$ cat src/rtl/mem_pkg.sv
// mem_pkg: shared encodings, FSM states and byte-lane helpers for the memory access stage
`timescale 1ns/1ps
package mem_pkg;
    localparam logic [1:0] WR_LOAD  = 2'b01;
    localparam logic [1:0] WR_STORE = 2'b10;
    localparam logic [1:0] SZ_B     = 2'b00;
    localparam logic [1:0] SZ_H     = 2'b01;
    localparam logic [1:0] SZ_W     = 2'b10;
    typedef enum logic [1:0] {IDLE, REQ, WAIT, DONE} state_e;
    function automatic logic [3:0] lane_mask(input logic [1:0] sz, input logic [1:0] a);
        return sz == SZ_B ? 4'b0001 << a : sz == SZ_H ? 4'b0011 << {a[1], 1'b0} : sz == SZ_W ? 4'b1111 : 4'b0000;
    endfunction
    function automatic logic is_aligned(input logic [1:0] sz, input logic [1:0] a);
        return sz == SZ_B || (sz == SZ_H && !a[0]) || (sz == SZ_W && a == 2'b00);
    endfunction
endpackage

$ cat src/rtl/mem_lane_align.sv
// mem_lane_align: store byte-enable/data steering and load lane extraction with sign/zero extension
`timescale 1ns/1ps
module mem_lane_align
    import mem_pkg::*;
(
    input  logic [1:0]  size,
    input  logic [1:0]  a,
    input  logic        sign,
    input  logic [31:0] wdata,
    input  logic [31:0] rdata_raw,
    output logic [3:0]  be,
    output logic [31:0] wdata_lane,
    output logic [31:0] load_data
);
    logic [31:0] lane;
    always_comb begin
        be = lane_mask(size, a);
        wdata_lane = size == SZ_B ? {4{wdata[7:0]}} : size == SZ_H ? {2{wdata[15:0]}} : wdata;
        lane = rdata_raw >> {a, 3'b000};
        load_data = size == SZ_B ? {{24{sign & lane[7]}}, lane[7:0]}
                  : size == SZ_H ? {{16{sign & lane[15]}}, lane[15:0]} : lane;
    end
endmodule

$ cat src/rtl/mem_access_unit.sv
// mem_access_unit: single-outstanding load/store engine on a req/ack word bus with timeout
`timescale 1ns/1ps
module mem_access_unit
    import mem_pkg::*;
#(
    parameter int ADDR_W  = 32,
    parameter int DATA_W  = 32,
    parameter int TIMEOUT = 255
) (
    input  logic              clk,
    input  logic              reset,
    input  logic              en_mem,
    input  logic [1:0]        W_R_mem,
    input  logic [1:0]        wordsize_mem,
    input  logic              sign_mem,
    input  logic [ADDR_W-1:0] addr,
    input  logic [DATA_W-1:0] wdata,
    output logic [DATA_W-1:0] rdata,
    output logic              busy_mem,
    output logic              done_mem,
    output logic              aligned_mem,
    output logic              bus_err,
    output logic              bus_req,
    output logic              bus_we,
    output logic [ADDR_W-1:0] bus_addr,
    output logic [3:0]        bus_be,
    output logic [DATA_W-1:0] bus_wdata,
    input  logic              bus_ack,
    input  logic [DATA_W-1:0] bus_rdata
);
    localparam int CW = $clog2(TIMEOUT + 1);
    state_e state, state_nx;
    logic armed, accept, timeout, err, a_we, a_sign;
    logic [1:0] a_size;
    logic [ADDR_W-1:0] a_addr;
    logic [DATA_W-1:0] a_wdata, wd_lane, load_data;
    logic [3:0] be;
    logic [CW-1:0] cnt;

    mem_lane_align u_align (
        .size      (a_size),
        .a         (a_addr[1:0]),
        .sign      (a_sign),
        .wdata     (a_wdata),
        .rdata_raw (bus_rdata),
        .be        (be),
        .wdata_lane(wd_lane),
        .load_data (load_data)
    );

    assign aligned_mem = is_aligned(wordsize_mem, addr[1:0]);
    assign bus_req     = state == REQ || state == WAIT;
    assign busy_mem    = bus_req;
    assign done_mem    = state == DONE;
    assign bus_err     = done_mem & err;
    assign bus_we      = bus_req & a_we;
    assign bus_addr    = bus_req ? {a_addr[ADDR_W-1:2], 2'b00} : '0;
    assign bus_be      = bus_req ? be : 4'b0000;
    assign bus_wdata   = bus_req ? wd_lane : '0;

    always_comb begin
        state_nx = state;
        accept = 1'b0;
        timeout = 1'b0;
        case (state)
            IDLE: begin
                accept = en_mem && armed && aligned_mem && (W_R_mem == WR_LOAD || W_R_mem == WR_STORE);
                state_nx = accept ? REQ : IDLE;
            end
            REQ: state_nx = bus_ack ? DONE : WAIT;
            WAIT: begin
                timeout = !bus_ack && (cnt + CW'(1) == CW'(TIMEOUT));
                state_nx = (bus_ack || timeout) ? DONE : WAIT;
            end
            default: state_nx = IDLE;
        endcase
    end

    always_ff @(posedge clk or negedge reset) begin
        if (!reset) begin
            state   <= IDLE;
            armed   <= 1'b1;
            cnt     <= '0;
            err     <= 1'b0;
            rdata   <= '0;
            a_addr  <= '0;
            a_wdata <= '0;
            a_size  <= SZ_B;
            a_sign  <= 1'b0;
            a_we    <= 1'b0;
        end else begin
            state <= state_nx;
            cnt   <= state == WAIT ? cnt + CW'(1) : '0;
            err   <= timeout;
            // re-arm only once the request level has been seen low while idle
            if (state == IDLE && !en_mem)
                armed <= 1'b1;
            if (accept) begin
                armed   <= 1'b0;
                a_addr  <= addr;
                a_wdata <= wdata;
                a_size  <= wordsize_mem;
                a_sign  <= sign_mem;
                a_we    <= W_R_mem == WR_STORE;
            end
            if (bus_req && bus_ack && !a_we)
                rdata <= load_data;
        end
    end
endmodule

$ cat config.mk
export PLATFORM = sky130hd
export DESIGN_NAME = mem_access_unit
export DESIGN_NICKNAME = d
export VERILOG_FILES = /design/src/rtl/mem_pkg.sv /design/src/rtl/mem_lane_align.sv /design/src/rtl/mem_access_unit.sv
export SDC_FILE = /design/constraint.sdc
export NUM_CORES = 1
export LEC_CHECK = 0
export BUFFER_PORTS_ARGS = -buffer_cell sky130_fd_sc_hd__buf_4
export CAP_MARGIN = 20
export CORE_UTILIZATION = 50
export CTS_CLUSTER_SIZE = 20
export DETAILED_ROUTE_END_ITERATION = 7
export PLACE_DENSITY_LB_ADDON = 0.12
export SYNTH_ARGS = -nofsm -noshare
export SYNTH_HDL_FRONTEND = slang
export SYNTH_HIERARCHICAL = 1
export SYNTH_SLANG_ARGS = --single-unit
$ cat constraint.sdc
create_clock -name clk -period 2.8 [get_ports clk]
set_clock_uncertainty 0.15 [all_clocks]
set_input_delay 0.42 -clock clk [delete_from_list [all_inputs] [get_ports clk]]
set_output_delay 0.42 -clock clk [all_outputs]
set_load 0.1 [all_outputs]
## Word level (Yosys, flattened, before mapping)

Cells that the tools add are included.

- Muxes and demuxes: 19
- Shifts and indexed selects: 3
- Bitwise logic cells: 4
- Multipliers: 0
- Equal/unequal tests: 10
- Add/subtract/negate cells: 1
- Order comparisons: 0
- Reductions and logical operators: 23
- Divide/modulo/power cells: 0

Operators with widths:

| cell | count |
|---|---|
| $mux W32 | 6 |
| $shr A32 B5 Y32 | 1 |
| $mux W4 | 4 |
| $eq A2 B2 Y1 const B | 5 |
| $logic_and A1 B1 Y1 | 9 |
| $add A8 B1 Y8 const B | 1 |
| $eq A2 B1 Y1 const B | 4 |
| $eq A8 B8 Y1 const B | 1 |
| $logic_not A2 Y1 | 4 |
| $mux W8 | 1 |
| $mux W1 | 7 |
| $pmux W2 S3 | 1 |
| $logic_or A1 B1 Y1 | 5 |
| $and A1 B1 Y1 | 4 |
| $logic_not A1 Y1 | 4 |
| $shl A1 B2 Y4 const A | 1 |
| $shl A2 B2 Y4 const A | 1 |
| $reduce_bool A2 Y1 | 1 |

- Logic and storage cells: 70
- Memory bits (writable): 0
- Bits in latches: 0
- Register bits: 112
- Memory bits (read-only): 0
- Memories kept: 0

## Logic depth before layout (Yosys ltp)

Gate-level depths: netlist of run 1.

- Depth after elaboration: 8
- Gate-level depth with buffers: 7

## Hierarchy

Netlist of run 1, hierarchy kept.

Modules (own cells, without submodules):

| module | area an instance (sq um) | times used | cells each | seq. area each (sq um) |
|---|---|---|---|---|
| mem_access_unit | 4922.2 | 1 | 361 | 2803.9 |
| mem_lane_align | 1198.6 | 1 | 182 | 0.0 |

## Least setup slack after synthesis of run 1

Ideal clock, no wire load.

- Path kind: flip-flop to output port
- From: register state[0]
- To: output port bus_wdata[10]
- Data required time: 2.230 ns
- Arrival time: 2.639 ns
- Stages on the path, launching flop included: 6
- Slack: -0.409 ns
- Cells stage by stage: dfrtp_1 inv_1 ha_1 clkbuf_1 clkbuf_1 and2_1

- Longest elaborated chain between the ends: 3
- Elaborated cells on any way between the ends: 4
- Those cells by class: eq/ne (2); mux (1); reduce/logical (1)

Ends and longest elaborated chain:

| item | RTL line | RTL |
|---|---|---|
| from (decl) | mem_access_unit.sv:32 | `state_e state, state_nx;` |
| from (signal assigned) | mem_access_unit.sv:92 | `state <= state_nx;` |
| $eq A2 B1 Y1 or $eq A2 B2 Y1 (tied branches) | mem_access_unit.sv:52 | `assign bus_req = state == REQ \|\| state == WAIT;` |
| $logic_or A1 B1 Y1 (*) | mem_access_unit.sv:52 |  |
| named net bus_req | mem_access_unit.sv:23 | `output logic bus_req,` |
| $mux W32 (*) | mem_access_unit.sv:59 | `assign bus_wdata = bus_req ? wd_lane : '0;` |
| to (decl) | mem_access_unit.sv:27 | `output logic [DATA_W-1:0] bus_wdata,` |

Mark *: on every way through the listed nets, which the timed path passes. The rest lies on a longest branch.

## Worst setup path after layout of run 1

- From: register state[1]
- To: output port bus_addr[18]

- Longest elaborated chain between the ends: 3
- Elaborated cells on any way between the ends: 4
- Those cells by class: eq/ne (2); mux (1); reduce/logical (1)

Ends and longest elaborated chain:

| item | RTL line | RTL |
|---|---|---|
| $eq A2 B1 Y1 or $eq A2 B2 Y1 (tied branches) | mem_access_unit.sv:52 |  |
| $logic_or A1 B1 Y1 (*) | mem_access_unit.sv:52 |  |
| $mux W32 (*) | mem_access_unit.sv:57 | `assign bus_addr = bus_req ? {a_addr[ADDR_W-1:2], 2'b00} : '0;` |
| to (decl) | mem_access_unit.sv:25 | `output logic [ADDR_W-1:0] bus_addr,` |

Mark *: on every way between the ends. The rest lies on a longest branch, timed or not.

==> impl_metrics.yaml, run 1 <==
run_status:
  status: "finished clean"
synth:
  yosys_warnings: 6
  synthMostInstantiatedCell: "mux2_2"
  syn_area_per_cell_um2: 11.3
  ys.flop_type: "dfrtp_1"
  ys_seq_elements: 112
  yosysTopAreaCell: "dfrtp_1"
  ys_seq_area_share_pct: 45.8
  synth_common_cells: "mux2_2 (114), dfrtp_1 (111), and2_1 (73)"
  synth_edf_count: 0
  synthArstFlopShare_pct: 100
  synth.area.top_cells: "dfrtp_1 (45%), mux2_2 (21%), and2_1 (7.5%)"
  syn_area_mm2: 0.00612
  yosysUniqueCellTypes: 45
  yosysTopAreaCellShare_pct: 45.4
  netlist_instances: 543
timing:
  hold_viol: 0
  setup_violations: 0
  setup_ws_ps: 119
  period_minus_slack_ps: 2680
  report.final.slew_viol_count: 0
  tns_ps: 0
  period_share_pct: 95.8
  relSlewSlack_pct: 58.5
  worst_pin_slew_ps: 621
  fmax_ghz: 0.373
  rsz0062_at_grt: "false"
floorplan:
  die_w_um: 113
  die_h_um: 113
  fp.coreArea_mm2: 0.0120
  start_util_pct: 51.2
  num_rows: 40
  io_pins: 211
  dieArea_mm2: 0.0127
min_path:
  hp-class: "input port to flip-flop"
clock_tree:
  tritoncts: "done"
  clkTransAtPathRegs_ps: 70
  clk_latency_ps: 350
  cts.sinks: 112
  cts_buffers: 9
  clk_path_buf_depth: 2
  htreeDepth: 3
  cts_setup_buffers: 0
  root_buffer: "clkbuf_16"
critical_path:
  path_class: "flip-flop to output port"
  endpoint_kind: "output port"
  cp_data_required_time_ps: 2230
  crit_fanout: 26
  crit_arrival_ps: 2110
  cp-start-kind: "flip-flop"
placement:
  hpwlAfterDp_um: 11000
  place_congestion: 0.816
  dp_slack_ps: 472
  portBuffers: 208
routing:
  wirelength_um: 15200
  drc: 0
  drt_iter0_drc: 208
  first_pass_iters: 4
  via_per_inst: 5.32
  post_drt_wl_per_cell_um: 17.2
  ant_nets: 0
  vias: 4701
finish:
  multi_input_area_mm2: 0.00306
  utilization_pct: 67.7
  area_growth_pct: 32.3
  drive_above_1_share_pct: 52.6
  fin_nets: 845
  seq_area_mm2: 0.00280
  fillers: 922
  diodes: 0
global_routing:
  overflow: 0
  grt_first_pass_wirelength_um: 23800
  grt_pass1_vias: 4672
  grt_max_degree: 48
  grt_usage_pct: 24.2
  antenna_found_initial: 0
run:
  cap_violations: 0
-- stage by stage --
stage / hold WS [ps] / instance area, µm² / cells
global route: 82.1 / 8100 / 884
floorplan: -25.6 / 6170 / 544
CTS: 71.6 / 8100 / 884
finish: 88.1 / 8100 / 884
global placement: 321 / 7760 / 867
detailed placement: 323 / 7760 / 867
-- per-layer routing --
layer | routed length, µm | GRT usage [%] | up-vias
met2 | 7540 | 40.9 | 184
li1 | - | - | 2226
met5 | 0 | 0 | -
met1 | 6180 | 29.6 | 2271
met4 | 293 | 8.80 | 0
met3 | 1150 | 6.53 | 20
-- timing repair --
| action | in CTS | in global routing |
|---|---|---|
| gates resized for setup | 0 | 0 |
| hold buffers | 1 | 0 |
| endpoints found under the setup margin | 0 | 0 |
| hold endpoints to repair | 44 | 0 |
-- flip-flops by register name, summed over array words and instances (netlist names) --
name / count
a_addr: 32
a_sign: 1
a_size: 2
a_wdata: 32
a_we: 1
armed: 1
cnt: 8
err: 1
rdata: 32
state: 2
-- final timing paths --
kind | slack, ps | from | cells past startpoint | end
min in group asynchronous | 470 | reset | 2 | cnt[5]
min | 90 | bus_ack | 2 | err
max reg2reg | 590 | a_addr[0] | 5 | rdata[20]
max | 120 | state[1] | 5 | bus_addr[18]
min reg2reg | 340 | a_addr[18] | 1 | a_addr[18]
max in group asynchronous | 1240 | reset | 3 | a_addr[25]
-- layout by cell type, fill, tap and decap left out, types with 2 or more instances in the layout --
cell	Yosys	layout
buf_4	16	216
mux2_2	114	114
dfrtp_1	111	111
and2_1	73	42
nand2_1	33	33
a21oi_1	33	33
and2_2	0	31
mux2i_1	24	24
o21ai_0	15	15
nor2_1	14	14
nor2b_1	13	13
inv_1	9	9
clkbuf_16	0	9
nand2b_1	8	8
ha_1	8	7
a211oi_1	7	7
mux2_1	5	5
xnor2_1	4	4
buf_12	0	3
nand3_1	2	2
nand4_1	2	2
a31oi_1	2	2
nand3b_1	2	2
conb_1	1	2
bufinv_16	0	2
-- final cells by class --
type	count	share of cell area (%)
Multi-Input combinational cell	380	37.7
Inverter	9	0.417
Clock buffer	10	2.95
Clock inverter	6	1.11
Tap cell	147	2.27
Timing Repair Buffer	220	20.9
Sequential cell	112	34.6
-- cell families (layout without fill, tap and decap cells) --
group	Yosys count	after routing	synth area share (%)
AO/OA/AOI/OAI	64	64	5.87
XOR/XNOR	5	5	0.715
adder cells (fa/ha/maj)	8	8	1.64
buffers and inverters	52	245	4.99
flip-flops	112	112	45.8
multiplexers	144	144	26.2
other	1	2	0.0613
AND/OR/NAND/NOR	157	157	14.7
-- critical path, cell delays in order (launching register included) --
cell	delay [ps]
dfrtp_1	400
inv_1	90
ha_2	610
buf_12	210
and2_1	150
buf_4	290
Power of run 1 is left out: the tool's default activity adds up to more than one toggle a clock period on the data nets, which glitch-free logic cannot reach.
==> run 2: changes to the inputs <==
--- a/config.mk
+++ b/config.mk
@@ -5,7 +5,7 @@
 export SDC_FILE = /design/constraint.sdc
 export NUM_CORES = 1
 export LEC_CHECK = 0
-export BUFFER_PORTS_ARGS = -buffer_cell sky130_fd_sc_hd__buf_4
+export BUFFER_PORTS_ARGS = -buffer_cell sky130_fd_sc_hd__buf_2
 export CAP_MARGIN = 20
 export CORE_UTILIZATION = 50
 export CTS_CLUSTER_SIZE = 20
==> constraint.sdc (replaced) <==
create_clock -name clk -period 2.6 [get_ports clk]
set_clock_uncertainty 0.15 [all_clocks]
set_input_delay 0.39 -clock clk [delete_from_list [all_inputs] [get_ports clk]]
set_output_delay 0.39 -clock clk [all_outputs]
set_load 0.1 [all_outputs]
==> run 2 against run 1 <==
Net effect: register-to-register slack lost 110 ps; clock-buffer cell count is the same; largest cell class unchanged; critical endpoint is now bus_wdata[9]; routed wire length shrank 0.96%; non-clock buffer count grew 7; global-route usage grew 0.089 points; sequential cell count is the same; die area is the same; worst setup slack gained 31 ps; final cell count grew 1.0%; sequential share of layout area grew 0.50 points; design area shrank 1.4%.
==> impl_metrics.yaml, run 2 (same netlist as run 1, synthesis figures left out) <==
global_routing:
  antenna_found_initial: 2
  grt_usage_pct: 24.3
  grt_max_degree: 51
  grt_first_pass_wirelength_um: 24100
  grt_pass1_vias: 4863
  overflow: 0
timing:
  period_share_pct: 94.3
  report.final.slew_viol_count: 0
  tns_ps: 0
  rsz0062_at_grt: "false"
  relSlewSlack_pct: 57.2
  hold_viol: 0
  period_minus_slack_ps: 2450
  setup_ws_ps: 149
  setup_violations: 0
  worst_pin_slew_ps: 641
  fmax_ghz: 0.408
clock_tree:
  root_buffer: "clkbuf_16"
  clk_path_buf_depth: 2
  clkTransAtPathRegs_ps: 70
  clk_latency_ps: 350
  tritoncts: "done"
  cts_buffers: 9
  cts.sinks: 112
  htreeDepth: 3
placement:
  portBuffers: 208
  dp_slack_ps: 251
  hpwlAfterDp_um: 10400
  place_congestion: 0.804
critical_path:
  max_stage_delay_ps: 410
  critPathLaunch: "a_size[0]"
  crit-reg2reg-capture: "rdata[21]"
  crit_arrival_ps: 1910
  endpoint_kind: "output port"
  ff2ff_setup_slack_ps: 480
  crit_chain: "nor2_2 > buf_4 > mux2_2 > and2_2 > buf_2"
  crit_fanout: 9
  cp_data_required_time_ps: 2060
  cp-start-kind: "flip-flop"
  cp_top_family: "buffers and inverters"
  timing.rr.start: "a_addr[1]"
  cp.depth: 5
  slowest_stage: "dfrtp_1"
  path_class: "flip-flop to output port"
  critPathBufInv: 2
  ff2ff_path_depth: 6
  cp-endpoint: "bus_wdata[9]"
finish:
  final_common_cell: "buf_2"
  seq_area_mm2: 0.00280
  reg_top3: "a_addr: 32 flops, a_wdata: 32 flops, rdata: 32 flops"
  fillers: 949
  area_growth_pct: 30.4
  fin_nets: 852
  multi_input_area_mm2: 0.00311
  mostFrequentLayoutCells: "buf_2 (157), mux2_2 (114), dfrtp_1 (111)"
  drive_above_1_share_pct: 58.2
floorplan:
  io_pins: 211
  num_rows: 40
  die_h_um: 113
  start_util_pct: 51.2
  die_w_um: 113
  dieArea_mm2: 0.0127
  fp.coreArea_mm2: 0.0120
routing:
  drt_iter0_drc: 224
  vias: 4753
  wirelength_um: 15000
  drc: 0
  via_per_inst: 5.32
  post_drt_wl_per_cell_um: 16.8
  first_pass_iters: 4
  ant_nets: 0
run:
  cap_violations: 0
min_path:
  hold_depth: 2
  hp-class: "input port to flip-flop"
run_status:
  status: "finished clean"
[run 2: changes by cell type in the layout (fill, tap and decap cells not counted), moves of 2 or more]
cell and change:
buf_4 -180, inv_1 -2, diode_2 +2, buf_12 +11, buf_2 +157, inv_2 +2
and2_1 -36, buf_6 +2, clkbuf_4 +16, and2_2 +36
[run 2: stage by stage]
stage	hold WS (ps)	cells	instance area, µm²	util (%)
final	64.6	893	7980	66.7
after global routing	79.0	892	7980	66.7
after CTS	56.2	888	7900	66.0
after detailed placement	198	870	7470	62.5
after global placement	195	870	7470	62.5
after floorplan	-55.6	544	6220	-
[run 2: layer usage]
metal,vias up,part of all wire [%],GRT usage (%)
met5,-,0,0
met4,0,1.7,8.44
met3,21,6.8,6.26
met2,155,50,42.0
met1,2340,42,29.3
li1,2237,-,-
[run 2: worst min-delay path by stage]
stage | from | endpoint
6_report | bus_ack | err
5_1_grt | bus_ack | err
4_1_cts | bus_ack | err
3_5_place_dp | reset | cnt[5]
3_3_place_gp | reset | cnt[5]
2_1_floorplan | reset | a_addr[0]
[run 2: what timing repair did]
| item | in CTS | in global routing |
|---|---|---|
| gates resized for setup | 24 | 18 |
| pin swaps | 1 | 1 |
| hold buffers | 1 | 0 |
| setup endpoints to repair | 60 | 67 |
| endpoints found under the hold margin | 26 | 0 |
| gates cloned | 0 | 0 |
| setup buffers | 1 | 3 |
[run 2: area by class of cell]
cell class                      instances  share of cell area (%)
Antenna cell                            2                  0.0627
Clock buffer                           10                    2.99
Clock inverter                          6                    1.13
Inverter                                9                   0.423
Multi-Input combinational cell        380                    39.0
Sequential cell                       112                    35.1
Tap cell                              147                    2.30
Timing Repair Buffer                  227                    19.0
[run 2: worst reg2reg max path, delay by kind of cell, from the launching register on]
kind,cells,cell delay [ps]
compound gates,2,410
flops,1,480
buf+inv,1,320
mux,1,280
simple gates,2,370
Power of run 2 is left out for the same reason.
==> run 3: changes to the inputs <==
--- a/config.mk
+++ b/config.mk
@@ -5,6 +5,7 @@
 export SDC_FILE = /design/constraint.sdc
 export NUM_CORES = 1
 export LEC_CHECK = 0
+export ABC_AREA = 1
 export BUFFER_PORTS_ARGS = -buffer_cell sky130_fd_sc_hd__buf_2
 export CAP_MARGIN = 20
 export CORE_UTILIZATION = 50
==> run 3 against run 2 <==
Net effect: core utilization grew 6.8 points; synthesized cell count grew 55%; hold slack gained 9.2 ps; first-iteration DRC count grew 76%; via count grew 23%; critical path depth grew 1; sequential cell count is the same; clock-buffer cell count grew 1; non-clock buffer count shrank 1; global-route usage grew 2.0 points; routed wire length grew 7.9%; critical endpoint is now bus_wdata[23].
==> impl_metrics.yaml, run 3 <==
run_status:
  status: "finished clean"
routing:
  post_drt_wl_per_cell_um: 13.7
  drt_iter0_drc: 395
  first_pass_iters: 6
  via_per_inst: 4.95
  vias: 5841
  wirelength_um: 16200
  ant_nets: 0
  drc: 0
synth:
  synthArstFlopShare_pct: 100
  yosysUniqueCellTypes: 29
  ys_seq_elements: 112
  synth_edf_count: 0
  synth.area.top_cells: "dfrtp_1 (45%), nand2_1 (25%), inv_1 (6.7%)"
  syn_area_mm2: 0.00617
  yosysTopAreaCell: "dfrtp_1"
  synthMostInstantiatedCell: "nand2_1"
  ys_seq_area_share_pct: 45.4
  syn_area_per_cell_um2: 7.34
  yosys_warnings: 6
  ys.flop_type: "dfrtp_1"
  synth_common_cells: "nand2_1 (403), dfrtp_1 (111), inv_1 (110)"
  netlist_instances: 841
  yosysTopAreaCellShare_pct: 45.0
critical_path:
  max_stage_delay_ps: 410
  cp-start-kind: "flip-flop"
  crit_fanout: 36
  cp_top_family: "buffers and inverters"
  crit_chain: "inv_1 > ha_4 > buf_12 > nand2_1 > clkinvlp_4 > buf_12"
  slowest_stage: "dfrtp_1"
  path_class: "flip-flop to output port"
  critPathBufInv: 4
  cp.depth: 6
  cp_data_required_time_ps: 2060
  crit_arrival_ps: 1920
  endpoint_kind: "output port"
  ff2ff_path_depth: 6
  crit_top_cell: "buf_12"
run:
  cap_violations: 0
placement:
  place_congestion: 0.918
  portBuffers: 208
  hpwlAfterDp_um: 12000
  dp_slack_ps: 445
clock_tree:
  htreeDepth: 3
  clk_path_buf_depth: 2
  cts_buffers: 9
  clk_latency_ps: 350
  cts.sinks: 112
  clkTransAtPathRegs_ps: 70
  root_buffer: "clkbuf_16"
  tritoncts: "done"
timing:
  period_share_pct: 94.7
  tns_ps: 0
  rsz0062_at_grt: "false"
  report.final.slew_viol_count: 0
  setup_ws_ps: 139
  fmax_ghz: 0.406
  holdWs_ps: 73.9
  setup_violations: 0
  worst_pin_slew_ps: 735
  period_minus_slack_ps: 2460
  relSlewSlack_pct: 51.0
  hold_viol: 0
floorplan:
  die_w_um: 113
  die_h_um: 113
  start_util_pct: 51.4
  fp.coreArea_mm2: 0.0120
  num_rows: 40
  dieArea_mm2: 0.0128
  io_pins: 211
global_routing:
  grt_max_degree: 73
  grt_pass1_vias: 5432
  overflow: 0
  grt_first_pass_wirelength_um: 26100
  grt_usage_pct: 26.2
  antenna_found_initial: 1
finish:
  reg_top3: "a_addr: 32 flops, a_wdata: 32 flops, rdata: 32 flops"
  area_growth_pct: 43.1
  final_common_cell: "nand2_1"
  mostFrequentLayoutCells: "nand2_1 (402), buf_2 (138), dfrtp_1 (111)"
  fin_nets: 1140
  drive_above_1_share_pct: 33.5
min_path:
  hold_depth: 3
  hp-class: "input port to flip-flop"
==> run 3: routing by layer <==
metal | share of wire [%] | GRT usage, %
met1 | 41 | 32.0
met2 | 50 | 44.8
met3 | 7.0 | 7.02
met4 | 1.7 | 9.47
met5 | 0 | 0
==> run 3: path summary, 6_finish.rpt <==
kind | from | to | slack [ps]
setup / recovery | state[1] | bus_wdata[23] | 140
hold / removal | wdata[18] | a_wdata[18] | 70
setup reg to reg | a_size[0] | rdata[12] | 560
hold reg to reg | a_addr[5] | a_addr[5] | 330
max in group asynchronous | reset | rdata[17] | 1240
min in group asynchronous | reset | a_addr[18] | 370
==> run 3: cells by family (layout without fill, tap and decap cells) <==
logic type / after synthesis / in the layout / share of synthesized area (%)
adder cells (fa/ha/maj): 8 / 8 / 1.62
other: 1 / 4 / 0.0607
multiplexers: 32 / 32 / 5.84
buffers and inverters: 164 / 354 / 12.0
flip-flops: 112 / 112 / 45.4
AO/OA/AOI/OAI: 51 / 51 / 4.90
AND/OR/NAND/NOR: 473 / 473 / 30.2
==> run 3: worst reg2reg max path, stage by stage, from the launching register on <==
cell and delay (ps):
dfrtp_1 470, nor2_4 70, inv_1 320, nor2_1 90, nand2_2 360, nand2_1 140, mux2_2 310
==> run 3: what timing repair did <==
action,CTS,global route
hold buffers,1,0
buffers inserted,0,0
setup endpoints to repair,0,2
resized for setup,0,2
hold endpoints to repair,31,0
==> run 3: final cells by class <==
cell class | count | area (µm²)
fill | 966 | 3180
sequential | 112 | 2800
multi-input combinational | 566 | 2650
timing repair buffer | 226 | 2250
inverter | 112 | 646
clock buffer | 11 | 233
tap | 147 | 184
clock inverter | 5 | 57.6
antenna | 2 | 5.00
==> run 3: per-stage QoR <==
stage	instances	cell area, µm²	util [%]
floorplan	842	6410	-
global route	1180	8830	73.5
global placement	1162	8530	71.0
CTS	1179	8830	73.5
finish	1181	8840	73.6
detailed placement	1162	8530	71.0
Power of run 3 is left out for the same reason.
